<file path="src/rtl/tmul_fma_seq_if.sv">
// Handshake/bus bundle for the TMUL FMA sequencer.
//   cmd_*  : dot-product command (length, initial accumulator), valid/ready
//   op_*   : operand-pair stream, valid/ready
//   fma_*  : registered operands to the external FMA pipeline and its result
//   res_*  : final accumulator return, valid/ready
// Modports: slave = sequencer side, master = command/operand source and FMA side.
interface tmul_fma_seq_if #(
  parameter int unsigned LEN_W = 16
);
  logic             cmd_valid;
  logic             cmd_ready;
  logic [LEN_W-1:0] cmd_len;
  logic [63:0]      cmd_init;

  logic             op_valid;
  logic             op_ready;
  logic [31:0]      op_a;
  logic [31:0]      op_b;

  logic [31:0]      fma_a;
  logic [31:0]      fma_b;
  logic [63:0]      fma_c;
  logic [63:0]      fma_out;

  logic             res_valid;
  logic             res_ready;
  logic [63:0]      res_data;

  modport slave (
    input  cmd_valid, cmd_len, cmd_init,
    output cmd_ready,
    input  op_valid, op_a, op_b,
    output op_ready,
    output fma_a, fma_b, fma_c,
    input  fma_out,
    output res_valid, res_data,
    input  res_ready
  );

  modport master (
    output cmd_valid, cmd_len, cmd_init,
    input  cmd_ready,
    output op_valid, op_a, op_b,
    input  op_ready,
    input  fma_a, fma_b, fma_c,
    output fma_out,
    input  res_valid, res_data,
    output res_ready
  );
endinterface

</file>
<file path="src/rtl/tmul_fma_seq.sv">
// Sequencer for the pipelined 32x32->64 FMA (out = a*b + c) in the TMUL
// datapath. Accepts a dot-product command, feeds N operand pairs to the FMA
// one at a time with the running accumulator as c, captures each result back
// into the accumulator, and returns the final 64-bit sum.
// Ports:
//   clk    : clock, rising edge
//   rst    : asynchronous active-low reset (shared with the FMA pipeline)
//   abort  : synchronous abort of the current command (no result produced)
//   busy   : high whenever the sequencer is not idle
//   bus    : cmd/op/fma/res bundle (tmul_fma_seq_if.slave)
module tmul_fma_seq #(
  parameter int unsigned FMA_LAT = 2,
  parameter int unsigned LEN_W   = 16
) (
  input  logic          clk,
  input  logic          rst,
  input  logic          abort,
  output logic          busy,
  tmul_fma_seq_if.slave bus
);

  localparam int unsigned WCW = (FMA_LAT < 1) ? 1 : $clog2(FMA_LAT + 1);

  typedef enum logic [1:0] {
    IDLE,
    ISSUE,
    WAIT,
    DONE
  } state_t;

  state_t           state;
  logic [63:0]      acc;
  logic [LEN_W-1:0] rem;
  logic [WCW-1:0]   wcnt;
  logic [31:0]      fa;
  logic [31:0]      fb;
  logic [63:0]      fc;

  // Only one FMA operation is in flight: the accumulator is read at issue
  // and not re-read until its update has been captured, so there is no
  // read-after-write hazard to forward around.
  always_ff @(posedge clk or negedge rst) begin
    if (!rst) begin
      state <= IDLE;
      acc   <= '0;
      rem   <= '0;
      wcnt  <= '0;
      fa    <= '0;
      fb    <= '0;
      fc    <= '0;
    end else if (abort && (state != IDLE)) begin
      // Abort outranks any handshake or capture in the same cycle; the
      // accumulator and FMA operands are left as they are.
      state <= IDLE;
    end else begin
      case (state)
        IDLE: begin
          if (bus.cmd_valid) begin
            acc   <= bus.cmd_init;
            rem   <= bus.cmd_len;
            state <= (bus.cmd_len == '0) ? DONE : ISSUE;
          end
        end
        ISSUE: begin
          if (bus.op_valid) begin
            fa    <= bus.op_a;
            fb    <= bus.op_b;
            fc    <= acc;
            wcnt  <= '0;
            state <= WAIT;
          end
        end
        WAIT: begin
          // Operands became stable at the issue edge; the FMA result is
          // valid FMA_LAT edges later and is captured on the following edge.
          if (wcnt == WCW'(FMA_LAT)) begin
            acc   <= bus.fma_out;
            rem   <= rem - LEN_W'(1);
            state <= (rem == LEN_W'(1)) ? DONE : ISSUE;
          end else begin
            wcnt <= wcnt + WCW'(1);
          end
        end
        DONE: begin
          if (bus.res_ready) begin
            state <= IDLE;
          end
        end
        default: state <= IDLE;
      endcase
    end
  end

  assign bus.cmd_ready = (state == IDLE);
  assign bus.op_ready  = (state == ISSUE);
  assign bus.res_valid = (state == DONE);
  assign bus.res_data  = acc;
  assign bus.fma_a     = fa;
  assign bus.fma_b     = fb;
  assign bus.fma_c     = fc;
  assign busy          = (state != IDLE);

endmodule

</file>
<file path="src/flat_wrapper.sv">
// flat-port wrapper written by rule: the top's interface ports become plain ports
module tmul_fma_seq_flat 
#(
  parameter int unsigned FMA_LAT = 2,
  parameter int unsigned LEN_W   = 16
)
  (clk, rst, abort, busy, bus_cmd_valid, bus_cmd_len, bus_cmd_init, bus_cmd_ready, bus_op_valid, bus_op_a, bus_op_b, bus_op_ready, bus_fma_a, bus_fma_b, bus_fma_c, bus_fma_out, bus_res_valid, bus_res_data, bus_res_ready);
  tmul_fma_seq_if #(.LEN_W(LEN_W)) bus_i ();
  input  logic clk;
  input  logic rst;
  input  logic abort;
  output logic busy;
  input wire logic [$bits(bus_i.cmd_valid)-1:0] bus_cmd_valid;
  input wire logic [$bits(bus_i.cmd_len)-1:0] bus_cmd_len;
  input wire logic [$bits(bus_i.cmd_init)-1:0] bus_cmd_init;
  output wire logic [$bits(bus_i.cmd_ready)-1:0] bus_cmd_ready;
  input wire logic [$bits(bus_i.op_valid)-1:0] bus_op_valid;
  input wire logic [$bits(bus_i.op_a)-1:0] bus_op_a;
  input wire logic [$bits(bus_i.op_b)-1:0] bus_op_b;
  output wire logic [$bits(bus_i.op_ready)-1:0] bus_op_ready;
  output wire logic [$bits(bus_i.fma_a)-1:0] bus_fma_a;
  output wire logic [$bits(bus_i.fma_b)-1:0] bus_fma_b;
  output wire logic [$bits(bus_i.fma_c)-1:0] bus_fma_c;
  input wire logic [$bits(bus_i.fma_out)-1:0] bus_fma_out;
  output wire logic [$bits(bus_i.res_valid)-1:0] bus_res_valid;
  output wire logic [$bits(bus_i.res_data)-1:0] bus_res_data;
  input wire logic [$bits(bus_i.res_ready)-1:0] bus_res_ready;
  assign bus_i.cmd_valid = bus_cmd_valid;
  assign bus_i.cmd_len = bus_cmd_len;
  assign bus_i.cmd_init = bus_cmd_init;
  assign bus_cmd_ready = bus_i.cmd_ready;
  assign bus_i.op_valid = bus_op_valid;
  assign bus_i.op_a = bus_op_a;
  assign bus_i.op_b = bus_op_b;
  assign bus_op_ready = bus_i.op_ready;
  assign bus_fma_a = bus_i.fma_a;
  assign bus_fma_b = bus_i.fma_b;
  assign bus_fma_c = bus_i.fma_c;
  assign bus_i.fma_out = bus_fma_out;
  assign bus_res_valid = bus_i.res_valid;
  assign bus_res_data = bus_i.res_data;
  assign bus_i.res_ready = bus_res_ready;
  tmul_fma_seq #(.FMA_LAT(FMA_LAT), .LEN_W(LEN_W)) u_core (.clk(clk), .rst(rst), .abort(abort), .busy(busy), .bus(bus_i));
endmodule
</file>
<file path="config.mk">
export PLATFORM = sky130hd
export DESIGN_NAME = tmul_fma_seq_flat
export DESIGN_NICKNAME = d
export VERILOG_FILES = /design/src/rtl/tmul_fma_seq_if.sv /design/src/rtl/tmul_fma_seq.sv /design/src/flat_wrapper.sv
export SDC_FILE = /design/constraint.sdc
export NUM_CORES = 1
export LEC_CHECK = 0
export BUFFER_PORTS_ARGS = -buffer_cell sky130_fd_sc_hd__buf_2
export CAP_MARGIN = 10
export CORE_ASPECT_RATIO = 0.5
export CORE_MARGIN = 4
export CORE_UTILIZATION = 45
export CTS_CLUSTER_SIZE = 30
export DETAILED_ROUTE_END_ITERATION = 16
export GPL_ROUTABILITY_DRIVEN = 0
export PLACE_DENSITY = 0.89
export SYNTH_ARGS = -nofsm -noshare
export SYNTH_HDL_FRONTEND = slang
export SYNTH_SLANG_ARGS = --single-unit
</file>
<file path="constraint.sdc">
create_clock -name clk -period 2.2 [get_ports clk]
set_clock_uncertainty 0.05 [all_clocks]
set_input_delay 0.44 -clock clk [delete_from_list [all_inputs] [get_ports clk]]
set_output_delay 0.44 -clock clk [all_outputs]
set_load 0.05 [all_outputs]
</file>
==> results of run 1 <==
-- cells in the final DEF, fill, tap and decap left out, types with 5 or more instances in the layout --
cell type,instances
dfrtp_1,212
mux2_1,101
a31oi_1,67
buf_4,12
nand2_1,138
o21ai_0,12
a2bb2oi_1,5
clkbuf_16,21
mux2_2,29
buf_12,7
nor4_1,5
buf_2,408
nand3_1,5
nor2_1,78
a21oi_1,16
inv_1,6
-- layer usage --
layer | track usage, % | vias to the layer above | routed length, um
met5 | 0 | - | 0
met4 | 6.695 | 0 | 761
met3 | 3.668 | 61 | 1601
met2 | 41.06 | 324 | 14400
met1 | 31.18 | 3863 | 11090
li1 | - | 3516 | -
-- layout make-up --
cell class / count / share of cell area [%]
flip-flops and latches: 212 / 44.09
multi-input cells: 507 / 28.14
repair buffers: 429 / 19.08
clock buffers: 26 / 4.773
well taps: 266 / 2.766
clock inverters: 10 / 0.9462
inverters: 6 / 0.1872
diodes: 1 / 0.02080
-- registers in the layout (all words and copies together) (netlist names) --
name / cells
u_core.bus.fma_a: 32
u_core.rem: 16
u_core.bus.fma_b: 32
u_core.state: 2
u_core.bus.fma_c: 64
u_core.wcnt: 2
u_core.bus.res_data: 64
-- critical path: cells and delay by family, from the launching register on --
family	cells	cell delay, ns
and+or+nand+nor	1	0.33
DFF	1	0.49
buffers and inverters	1	0.33
-- path summary, 6_finish.rpt --
kind | start | endpoint | slack (ns) | depth (start not counted)
max reg2reg | u_core.state[1] | u_core.bus.fma_a[29] | 0.29 | 3
min reg2reg | u_core.bus.fma_c[51] | u_core.bus.fma_c[51] | 0.43 | 1
min in group asynchronous | rst | u_core.bus.fma_b[6] | 0.48 | 2
max | u_core.state[1] | bus_cmd_ready | 0.08 | 2
min | bus_op_a[2] | u_core.bus.fma_a[2] | 0.12 | 2
max in group asynchronous | rst | u_core.bus.fma_b[25] | 0.95 | 3
-- through the flow --
| step | worst slack [ns] | cells | utilization (%) | area, um^2 | power (mW) |
|---|---|---|---|---|---|
| 4_1_cts | 0.07650 | 1456 | 61.82 | 12030 | 20.62 |
| 2_1_floorplan | 0.1321 | 776 | - | 8937 | 14.03 |
| 3_3_place_gp | 0.3203 | 1419 | 58.24 | 11330 | 16.63 |
| 6_report | 0.08163 | 1457 | 61.84 | 12030 | 20.53 |
| 3_5_place_dp | 0.2670 | 1419 | 58.24 | 11330 | 16.98 |
| 5_1_grt | 0.003092 | 1457 | 61.84 | 12030 | 21.37 |
-- kinds of logic after synthesis --
group,count (synthesis),synth area share (%)
AOI/OAI and AO/OA,119,8.470
adders and majority gates,3,0.4200
buffers and inverters,57,3.010
DFF,212,59.36
muxes,133,16.72
and+or+nand+nor,252,12.03
-- power by group --
group          switching (mW)  total (mW)  internal [mW]
sequential               1.16        6.73           5.58
combinational            7.77        10.2           2.40
clock                    1.52        3.62           2.10
total                    10.4        20.5           10.1
-- repair_timing --
item,in CTS,in global routing
hold endpoints to repair,55,0
gates resized for setup,0,0
hold buffers,1,0
==> qor.yml, run 1 <==
synthesis:
  synthDistinctLibCells: 47
  synth_edf_count: 0
  synth_top_flop_cell: "dfrtp_1"
  ys_seq_area_share_pct: 59.36
  syn_area_um2: 8937
  ys_ff_latch: 212
  synth_nets: 993
  synth_commonest_cells: "212 x dfrtp_1, 138 x nand2_1, 101 x mux2_1, 78 x nor2_1, 67 x a31oi_1"
  ys_warn_count: 0
  ys_async_sr_fraction_pct: 100.0
  synth.most_common_cell: "dfrtp_1"
  yosysTopAreaCellShare_pct: 59.36
  yosysTopAreaCell: "dfrtp_1"
  netlist_instances: 776
  synth_area_per_cell_um2: 11.52
  synth.area.top_cells: "dfrtp_1 59%, mux2_1 13%, nand2_1 5.8%"
floorplanning:
  rows: 36
  dieArea_um2: 22320
  core-area_um2: 19460
  die_y_um: 107.7
  initial_utilization_pct: 45.93
  die_x_um: 207.3
  io-pin-count: 410
layout:
  area.sequential_um2: 5305
  nFillCells: 1557
  synthToLayoutAreaGrowth_pct: 34.64
  nets: 1393
  multi_input_area_um2: 3386
  drive_above_1_share_pct: 42.10
worst_setup_path:
  cp_slowest_cell: "dfrtp_1"
  cp-start-kind: "flip-flop"
  worst_ep_arrival_time_ns: 1.63
  critical_path_class: "reg2out"
  end_kind: "output pin"
  cp_cell_sequence: "nor2_2 > buf_2"
  worstPathMaxFanout: 8
  slowest_delay_ns: 0.49
  required_ns: 1.71
timing:
  hold_slack_ns: 0.1187
  maxSlewHeadroom_pct: 58.02
  hold_viol: 0
  setup_viol: 0
  final_max_slew_viol_count: 0
  rsz0062_at_grt: "false"
  max_clock_freq_mhz: 472.1
  post-route-period-util_pct: 96.29
  final.setup.tns_ns: 0
  worstMarginPinSlew_ns: 0.6246
  min_period_ns: 2.118
detailed_routing:
  wl_mm: 27.85
  dr.pass1.iters: 5
  drt_iter0_markers: 705
  drc: 0
  via_count: 7764
  drtAntennaViolNets: 0
  vias_per_cell: 5.329
  routedWlPerCell_um: 19.12
clocking:
  htreeDepth: 1
  cts_root_buf: "clkbuf_16"
  insertion_delay_ns: 0.48
  clk_pin_slew_worst_paths_ns: 0.07
  clockBufferDepth: 3
  cts_tree: "yes"
  postCtsSetupBuffers: 0
  clkSinkCount: 212
  cts_buffers: 20
pwr:
  power_density_nw_per_um2: 1706
  peakVddDrop_mv: 0.6671
  leakage_nw: 5.730
grt:
  grt_util_all_layers_pct: 23.60
  grt_max_degree: 82
  grt_pass1_wl_mm: 42.75
  grt_pass1_vias: 7827
  antenna_found_initial: 1
  grt-ovfl-total: 0
placed_design:
  placement.io_buffers: 409
  hpwlAfterDp_mm: 21.27
job:
  max-cap-violations: 0
outcome:
  status: "complete, no violations"
min_path:
  hold_path_class: "in2reg"
Note: power is estimated with default switching activity, not from simulation.
==> run 2, diff against run 1 <==
--- a/config.mk
+++ b/config.mk
@@ -5,6 +5,7 @@
 export SDC_FILE = /design/constraint.sdc
 export NUM_CORES = 1
 export LEC_CHECK = 0
+export ABC_AREA = 1
 export BUFFER_PORTS_ARGS = -buffer_cell sky130_fd_sc_hd__buf_2
 export CAP_MARGIN = 10
 export CORE_ASPECT_RATIO = 0.5
@@ -13,7 +14,7 @@
 export CTS_CLUSTER_SIZE = 30
 export DETAILED_ROUTE_END_ITERATION = 16
 export GPL_ROUTABILITY_DRIVEN = 0
-export PLACE_DENSITY = 0.89
+export PLACE_DENSITY = 0.88
 export SYNTH_ARGS = -nofsm -noshare
 export SYNTH_HDL_FRONTEND = slang
 export SYNTH_SLANG_ARGS = --single-unit
==> run 2 against run 1 <==
Compared with the run above:
- final area is 6.9% higher
- critical path type unchanged
- via count is 5.6% higher
- largest cell class unchanged
- synthesized cell count rose by 12%
- fmax up 1.7%
- sequential share of layout area down 2.8 points
- hold slack better by 0.0066 ns
- register-to-register slack got worse by 0.09 ns
- wire length grew 8.1%
- first-iteration DRC count rose by 20%
- non-clock buffer count rose by 2
- die area increased by 11%
==> qor.yml, run 2 <==
clocking:
  clk_pin_slew_worst_paths_ns: 0.07  # about the same
  cts_root_buf: "clkbuf_16"
  insertion_delay_ns: 0.50  # +0.02 ns
  htreeDepth: 1  # unchanged
  clkSinkCount: 212  # unchanged
  cts_buffers: 20  # unchanged
  cts_tree: "yes"
  clockBufferDepth: 3  # unchanged
timing:
  final_max_slew_viol_count: 0  # unchanged
  final.setup.tns_ns: 0  # unchanged
  min_period_ns: 2.084  # -0.03440 ns
  maxSlewHeadroom_pct: 67.34  # +9.3 points
  rsz0062_at_grt: "false"
  post-route-period-util_pct: 94.73  # -1.6 points
  setup_viol: 0  # unchanged
  setup_ws_ns: 0.1160  # +0.03440 ns
  hold_viol: 0  # unchanged
  hold_slack_ns: 0.1253  # +0.006610 ns
  max_clock_freq_mhz: 479.9  # +1.7%
  worstMarginPinSlew_ns: 0.4900  # -0.1346 ns
synthesis:
  synth_area_per_cell_um2: 11.42  # -0.84%
  ys_seq_area_share_pct: 53.27  # -6.1 points
  ys_warn_count: 0  # unchanged
  netlist_instances: 872  # +12%
  synth.most_common_cell: "dfrtp_1"
  yosysTopAreaCell: "dfrtp_1"
  syn_area_um2: 9958  # +11%
  synth_commonest_cells: "212 x dfrtp_1, 174 x nor2_1, 158 x nand2_1, 120 x mux2_4, 54 x o31ai_1"
  ys_async_sr_fraction_pct: 100.0  # unchanged
  synth_top_flop_cell: "dfrtp_1"
  synthDistinctLibCells: 33  # -30%
  synth.area.top_cells: "dfrtp_1 53%, mux2_4 18%, nor2_1 6.6%"
  synth_edf_count: 0  # unchanged
  ys_ff_latch: 212  # unchanged
  synth_nets: 1089  # +9.7%
  yosysTopAreaCellShare_pct: 53.27  # -6.1 points
floorplanning:
  io-pin-count: 410  # unchanged
  rows: 38  # +5.6%
  die_y_um: 113.2  # +5.1%
  core-area_um2: 21730  # +12%
  die_x_um: 218.4  # +5.3%
  initial_utilization_pct: 45.83  # -0.099 points
  dieArea_um2: 24720  # +11%
placed_design:
  hpwlAfterDp_mm: 22.64  # +6.4%
  placement.io_buffers: 409  # unchanged
  dp_cells: 1554  # +9.5%
  dp_slack_ns: 0.2090  # -0.05805 ns
detailed_routing:
  wl_met3_mm: 1.711  # +6.9%
  dr.pass1.iters: 5  # unchanged
  routed-wl-met2_mm: 15.16  # +5.3%
  wl_mm: 30.10  # +8.1%
  via_count: 8195  # +5.6%
  drt_iter0_markers: 849  # +20%
  drtAntennaViolNets: 0  # unchanged
  routedWlPerCell_um: 18.93  # -0.97%
  routed.top_layer: "met4"
  vias_per_cell: 5.154  # -3.3%
  drc: 0  # unchanged
  wl_met1_mm: 12.09  # +9.0%
layout:
  layout_common_cells: "408 x buf_2, 211 x dfrtp_1, 174 x nor2_1, 158 x nand2_1, 120 x mux2_4"
  drive_above_1_share_pct: 47.25  # +5.1 points
  layoutNonFillerInstCount: 1590  # +9.1%
  multi_input_area_um2: 4033  # +19%
  area.sequential_um2: 5306  # about the same
  final_common_cell: "buf_2"
  nets: 1494  # +7.3%
  nFillCells: 1787  # +15%
  synthToLayoutAreaGrowth_pct: 29.19
grt:
  antenna_found_initial: 1  # unchanged
  grt_max_degree: 81  # -1.2%
  grt_pass1_wl_mm: 46.86  # +9.6%
  grt-ovfl-total: 0  # unchanged
  grt_util_all_layers_pct: 23.56  # -0.036 points
  grt_pass1_vias: 8559  # +9.4%
outcome:
  status: "complete, no violations"
worst_setup_path:
  worst_ep_arrival_time_ns: 1.59  # -0.04 ns
  end_kind: "output pin"
  cp-start-kind: "flip-flop"
  required_ns: 1.71  # about the same
  worstPathMaxFanout: 6  # -2
  critical_path_class: "reg2out"
min_path:
  hold_path_class: "in2reg"
job:
  max-cap-violations: 0  # unchanged
[run 2: cell count changes after synthesis, moves of 20 or more]
cell,change
a31oi_1,-67
buf_2,-31
inv_1,+23
mux2_1,-101
mux2_2,-21
mux2_4,+120
nand2_1,+20
nor2_1,+96
o31ai_1,+54
[run 2: area by class of cell]
| cell class | instances | area share, % |
|---|---|---|
| Tap cell | 300 | 2.918 |
| Inverter | 32 | 1.041 |
| Antenna cell | 1 | 0.01945 |
| Clock buffer | 31 | 4.766 |
| Clock inverter | 3 | 0.5057 |
| Multi-Input combinational cell | 580 | 31.35 |
| Sequential cell | 212 | 41.25 |
| Timing Repair Buffer | 431 | 18.16 |
[run 2: final timing paths]
check                                start                      end  slack (ns)  cells after the start
max reg2reg                u_core.state[1]      u_core.bus.fma_b[7]        0.20                      7
max in group asynchronous              rst     u_core.bus.fma_a[23]        0.89                      3
min in group asynchronous              rst  u_core.bus.res_data[10]        0.46                      2
min                            bus_op_a[1]      u_core.bus.fma_a[1]        0.13                      2
max                        u_core.state[1]                     busy        0.12                      3
min reg2reg                 u_core.rem[13]           u_core.rem[13]        0.45                      2
[run 2: logic make-up (layout without fill, tap and decap cells)]
family | after synthesis | count (layout) | share of synthesized area [%]
and+or+nand+nor | 355 | 355 | 14.10
DFF | 212 | 212 | 53.27
muxes | 128 | 128 | 19.00
AOI/OAI and AO/OA | 93 | 93 | 6.936
buffers and inverters | 80 | 497 | 6.232
adders and majority gates | 3 | 3 | 0.3770
xor gates and xnor gates | 1 | 1 | 0.08797
other | 0 | 1 | 0
[run 2: critical path, cell delays in order (launching register included)]
cell	delay, ns
dfrtp_1	0.48
bufinv_8	0.24
nand2_1	0.09
buf_2	0.29
[run 2: repair_timing]
| action | 4_1_cts | 5_1_grt |
|---|---|---|
| endpoints found under the setup margin | 0 | 1 |
| endpoints found under the hold margin | 43 | 0 |
| hold buffers | 1 | 0 |
| buffers inserted | 0 | 0 |
| gates resized for setup | 0 | 1 |
[run 2: metal layers]
metal / GRT usage, % / vias up
met3: 4.454 / 92
met4: 8.835 / 0
met1: 30.27 / 4044
met5: 0 / -
met2: 40.08 / 349
li1: - / 3710
[run 2: through the flow]
step / utilization (%) / instance area (um^2)
after floorplan: - / 9958
after CTS: 59.19 / 12860
after detailed placement: 56.02 / 12170
final: 59.21 / 12860
after global placement: 56.02 / 12170
after global routing: 59.21 / 12860
Power of run 2 is left out: the tool's default activity adds up to more than one toggle a clock period on the data nets, which glitch-free logic cannot reach.
